$ cat config.mk
export PLATFORM = sky130hd
export DESIGN_NAME = mem_arbiter
export DESIGN_NICKNAME = d
export VERILOG_FILES = /design/src/rtl/mem_arbiter.sv
export SDC_FILE = /design/constraint.sdc
export NUM_CORES = 1
export LEC_CHECK = 0
export CORE_ASPECT_RATIO = 1.1
export CORE_MARGIN = 3
export CORE_UTILIZATION = 42
export DETAILED_ROUTE_END_ITERATION = 8
export PLACE_DENSITY = 0.87
export SYNTH_ARGS = -nofsm -noshare
export SYNTH_HDL_FRONTEND = slang
export SYNTH_SLANG_ARGS = --single-unit
$ cat constraint.sdc
create_clock -name clk -period 2.45 [get_ports clk]
set_input_delay 0.245 -clock clk [delete_from_list [all_inputs] [get_ports clk]]
set_output_delay 0.245 -clock clk [all_outputs]
set_load 0.1 [all_outputs]
$ cat src/rtl/mem_arbiter.sv
// Two-port arbiter sharing one single-cycle memory between instruction fetch and data access.
// Data normally wins; a saturating counter lets a waiting fetch through after STARVE_MAX data grants.
module mem_arbiter #(
  parameter int unsigned STARVE_MAX = 3
) (
  input  logic        clk,
  input  logic        rst,
  input  logic        if_req,
  input  logic [11:2] if_addr,
  output logic        if_ack,
  output logic [31:0] if_rdata,
  input  logic        d_req,
  input  logic        d_we,
  input  logic [11:2] d_addr,
  input  logic [31:0] d_wdata,
  output logic        d_ack,
  output logic [31:0] d_rdata,
  output logic [11:2] mem_addr,
  output logic [31:0] mem_din,
  output logic        mem_we,
  input  logic [31:0] mem_dout,
  output logic        busy
);

  typedef enum logic [1:0] {StIdle, StGntIf, StGntD} state_e;

  state_e      state_q;
  logic [11:2] addr_q;
  logic        we_q;
  logic [31:0] wdata_q;
  logic [1:0]  starve_q;
  logic        if_ack_q, d_ack_q;
  logic [31:0] if_rdata_q, d_rdata_q;

  logic if_elig, d_elig, starved, grant_d, grant_if;

  // A requester still high during its own ack cycle is not a new request.
  always_comb begin
    if_elig  = if_req && !if_ack_q;
    d_elig   = d_req && !d_ack_q;
    starved  = (32'(starve_q) == STARVE_MAX);
    grant_d  = d_elig && !(if_elig && starved);
    grant_if = if_elig && !grant_d;
  end

  always_ff @(posedge clk or negedge rst) begin
    if (!rst) begin
      state_q    <= StIdle;
      addr_q     <= '0;
      we_q       <= 1'b0;
      wdata_q    <= '0;
      starve_q   <= '0;
      if_ack_q   <= 1'b0;
      d_ack_q    <= 1'b0;
      if_rdata_q <= '0;
      d_rdata_q  <= '0;
    end else begin
      if_ack_q <= 1'b0;
      d_ack_q  <= 1'b0;
      unique case (state_q)
        StIdle: begin
          if (grant_d) begin
            state_q <= StGntD;
            addr_q  <= d_addr;
            we_q    <= d_we;
            wdata_q <= d_wdata;
            if (if_req && starve_q != 2'd3) starve_q <= starve_q + 2'd1;
          end else if (grant_if) begin
            state_q  <= StGntIf;
            addr_q   <= if_addr;
            starve_q <= '0;
          end
        end
        StGntIf: begin
          state_q    <= StIdle;
          if_ack_q   <= 1'b1;
          if_rdata_q <= mem_dout;
        end
        StGntD: begin
          state_q   <= StIdle;
          d_ack_q   <= 1'b1;
          d_rdata_q <= mem_dout;
        end
        default: state_q <= StIdle;
      endcase
    end
  end

  // Memory-side signals derive from the async-reset state so a reset kills a store at once.
  always_comb begin
    busy     = (state_q != StIdle);
    mem_addr = busy ? addr_q : '0;
    mem_we   = (state_q == StGntD) && we_q;
    mem_din  = wdata_q;
    if_ack   = if_ack_q;
    d_ack    = d_ack_q;
    if_rdata = if_rdata_q;
    d_rdata  = d_rdata_q;
  end

endmodule
* Word level (Yosys, flattened, before mapping)
Index checks and enable logic that the tools add are counted.
Word-level totals: register bits after elaboration 113, input port bits 89, output and inout bits 110, logic and storage cells 44
Operators by class: add/subtract/negate cells 1, equality and inequality tests 6, multiplexer cells 11, reduce and logical (&&, ||, !) cells 17
Operators by type and width (count):
- 10-bit two-way mux | 3
- 2-bit two-way mux | 6
- 1-bit logical AND | 7
- 2-bit == test (second input constant) | 2
- 1-bit logical NOT | 4
- 2-bit AND reduction | 2
- 2-bit nonzero test | 2
- 3-bit != test (second input constant) | 1
- 3-bit AND reduction | 1
- 2-bit by 1-bit adder with 2-bit output (second input constant) | 1
- 2-bit by 1-bit == test with 1-bit output (second input constant) | 1
- 2-bit logical NOT | 1
- 1-bit two-way mux | 2
- 2-bit by 1-bit != test with 1-bit output (second input constant) | 1
- 2-bit != test (second input constant) | 1

* Logic depth before layout (Yosys ltp)
word-level depth 10, depth in mapped cells 6, depth with buffers taken out 4

* Worst setup path after synthesis
Ideal clock, no wire load.
path type register to output, start point register state_q[1], end point output mem_addr[10] (netlist name), arrival time 2343 ps, data required time 2205 ps, slack -138 ps, stages on the path, launching flop included 5, path buffers 1, cells stage by stage dfrtp_1 > nor2_1 > inv_1 > clkbuf_1 > and2_1
Between the ends: cells in the longest elaborated chain, start to end 2
RTL lines:
- start, declared | RTL line 27 | state_e state_q;
- start signal, assigned | RTL line 48 | state_q <= StIdle;
- start signal, assigned | RTL line 63 | state_q <= StGntD;
- start signal, assigned | RTL line 69 | state_q <= StGntIf;
- 2-bit nonzero test | RTL line 91 | busy = (state_q != StIdle);
- net busy | RTL line 22 | output logic busy
- 10-bit two-way mux | RTL line 92 | mem_addr = busy ? addr_q : '0;
- end, declared | RTL line 18 | output logic [11:2] mem_addr,
The timed path passes the listed nets, and every way through them passes these cells.

* Worst setup path after layout
start point register state_q[1], end point output mem_addr[2] (netlist name)
Between the ends: cells in the longest elaborated chain, start to end 2
RTL lines (RTL line):
- 2-bit nonzero test | 91
- 10-bit two-way mux | 92
No other way between the ends.

==> reports/qor.csv <==
stage,metric,value,unit
worst_setup_path,Reg-to-Reg Start,starve_q[0],
sta,Clock Skews,0.0106,ns
clocking,cts bufs inserted,17,
floorplanning,IO Count,199,
synthesis,Synth cell types,25,
clocking,TritonCTS clock tree,built,
clocking,Max Root-Sink Buffers,2,
routing,Vias/cell,4.88,
routing,routed len/inst,16.6,µm
placement,hpwl dp,8570,µm
cells_and_area,area delta synth->final,54.6,%
floorplanning,core area,10100,µm²
sta,fin. max-slew vios,0,
worst_setup_path,"Largest delay share family, worst path",buffers and inverters,
routing,total number of vias,3425,
worst_setup_path,CP dominant cell by count,buf_4,
worst_setup_path,Worst Path Required,2.20,ns
synthesis,Syn Inst Count,345,
synthesis,Syn Nets,435,
grt,first-pass GRT wire length,19300,µm
grt,largest net degree at the start of global routing,60,
routing,Post-Route WL,11700,µm
sta,unrepaired setup endpoints after global routing,false,
synthesis,syn_area_per_cell,12.9,µm²
clocking,clock root buffer,clkbuf_8,
worst_setup_path,WP data arrival,1.93,ns
placement,placed cells,670,
clocking,Worst-Skew Late Latency,0.50,ns
cells_and_area,most frequent cells in the layout,"buf_4 (114), dfrtp_1 (113), nand2_1 (96), clkdlybuf4s50_1 (87), mux2_2 (37)",
run_status,status,"finished, final reports clean",
worst_setup_path,CP max stage delay,0.41,ns
cells_and_area,nets@finish,640,
sta,Final Hold Viols,0,
worst_setup_path,CP Depth,5,
synthesis,sequential area share after synthesis,63.5,%
synthesis,synth warn,0,
worst_setup_path,top fanout value on the critical path,13,
routing,final antenna-violating net count,0,
worst_setup_path,R2R setup slack,0.58,ns
clocking,clock sinks,113,
worst_setup_path,slowest CP cell,dfrtp_1,
flow_run,number of max-cap violations,0,
floorplanning,Rows,38,
cells_and_area,"commonest non-fill, non-tap cell in the layout",buf_4,
sta,Total Negative Setup Slacks,0,ns
cells_and_area,Finished Layout Cells,702,
worst_setup_path,WS Path Type,register to output pin,
worst_setup_path,critical path buffer and inverter count,3,
clocking,CTS H-tree depth,4,
worst_setup_path,worst r2r dst,starve_q[1],
sta,Final Setup Violations,0,
synthesis,mapped cell area,4450,µm²
hold_path,Min-Delay Path Class,input port to asynchronous set/reset pin,
worst_setup_path,"Cell Chain, Critical Path",nor2_1 > buf_4 > inv_1 > and2_1 > buf_4,
grt,number of global-route vias before repair,3699,
worst_setup_path,CP Launch Type,register,
sta,Fmax,460,MHz
floorplanning,die width,104,µm
placement,gpl congestion,0.805,
floorplanning,DIE HEIGHT,114,µm
placement,Port Buf Inserts,198,
sta,Relative slew margins,55.4,%
sta,slew of the pin with the lowest slew margin,0.664,ns
routing,number of DRC markers in iteration 0,140,
routing,TritonRoute pass-1 iters,4,
clocking,clock-pin slew on the worst setup and hold paths,0.05,ns
grt,Total GRT Usage,20.6,%
worst_setup_path,Worst R2R Path Depth,4,
cells_and_area,share of cells above drive strength 1,33.8,%
floorplanning,DIE AREA,11900,µm²
sta,Final Critical Period,2.17,ns
synthesis,Yosys reg bits,113,
grt,total gr overflow,0,
floorplanning,Initial Util,44.2,%
cells_and_area,antenna cell count,0,
clocking,Post-CTS Setup Inserts,0,
routing,DRC viols,0,
grt,antenna violations before repair,0,
sta,Final period util,88.7,%
worst_setup_path,CP endpoint kind,output pin,
[Yosys cell counts]
master,n,area [µm²]
mux2_2,37,417
nor2_1,1,3.75
nand2_1,96,360
nand3_1,1,5.00
and4_1,9,78.8
clkbuf_1,10,37.5
o21ai_1,1,5.00
dfrtp_1,113,2830
and3_1,2,12.5
buf_2,4,20.0
ha_1,1,12.5
and3_2,1,7.51
nor2b_1,3,18.8
nand2b_1,1,6.26
buf_6,6,67.6
nand3b_4,1,20.0
and2_1,11,68.8
mux2i_1,1,10.0
a221o_1,10,100
clkinv_1,1,3.75
a211oi_2,1,12.5
and4_2,1,10.0
mux2_1,29,327
inv_1,3,11.3
or3b_4,1,11.3
[final cells by class]
type	count	area [µm²]
clock buffer	26	508
clock inverter	5	50.0
fill	734	3190
inverter	4	15.0
multi-input combinational	208	1500
sequential	113	2830
tap	140	175
timing repair buffer	206	1820
[logic make-up (layout without fill, tap and decap cells)]
logic type               Yosys count  in the layout  synth area share [%]
buffers and inverters             24            241                  3.15
flip-flops                       113            113                  63.5
AND/OR/NAND/NOR                  128            128                  13.5
multiplexers                      67             67                  16.9
adder cells (fa/ha/maj)            1              1                 0.281
AO/OA/AOI/OAI                     12             12                  2.64
[per-layer routing]
metal  share of wire (%)  track usage, %  wire, µm  up-vias
li1                    -               -         -     1586
met5                   0               0         0        -
met1                  39            23.9      4520     1650
met3                 9.1            9.05      1070       25
met4                 2.1            7.71       249        0
met2                  50            34.1      5840      164
[worst reg2reg max path: stages (launching register included)]
cell	delay, ns
dfrtp_1	0.37
ha_1	0.24
or3b_4	0.45
a211oi_2	0.31
mux2_2	0.37
[state kept, by name, indices dropped and copies added (netlist names)]
signal,cells
d_ack,1
if_rdata,32
d_rdata,32
if_ack,1
mem_din,32
we_q,1
state_q,2
starve_q,2
addr_q,10
[worst max-delay path by stage]
stage	start	end	slack [ns]
final	state_q[1]	mem_addr[2]	0.28
after CTS	state_q[1]	mem_addr[2]	0.25
after detailed placement	if_req	addr_q[9]	0.27
after global routing	state_q[1]	mem_addr[2]	0.14
after floorplan	if_ack	mem_din[10]	0.35
after global placement	d_req	mem_din[4]	0.37
[repair_timing]
action / 4_1_cts / 5_1_grt
endpoints found under the hold margin: 39 / 0
hold buffers: 1 / 0
gates resized for setup: 0 / 0
[through the flow]
stage | utilization (%) | cell area [µm²] | setup WS (ns) | hold slack (ns)
after CTS | 68.3 | 6890 | 0.253 | 0.275
after detailed placement | 62.7 | 6320 | 0.267 | 0.270
final | 68.3 | 6890 | 0.276 | 0.279
after global routing | 68.3 | 6890 | 0.139 | 0.295
after floorplan | - | 4460 | 0.351 | -0.0506
after global placement | 62.7 | 6320 | 0.374 | 0.253
Power is left out: the tool's default activity adds up to more than one toggle a clock period on the data nets, which glitch-free logic cannot reach.
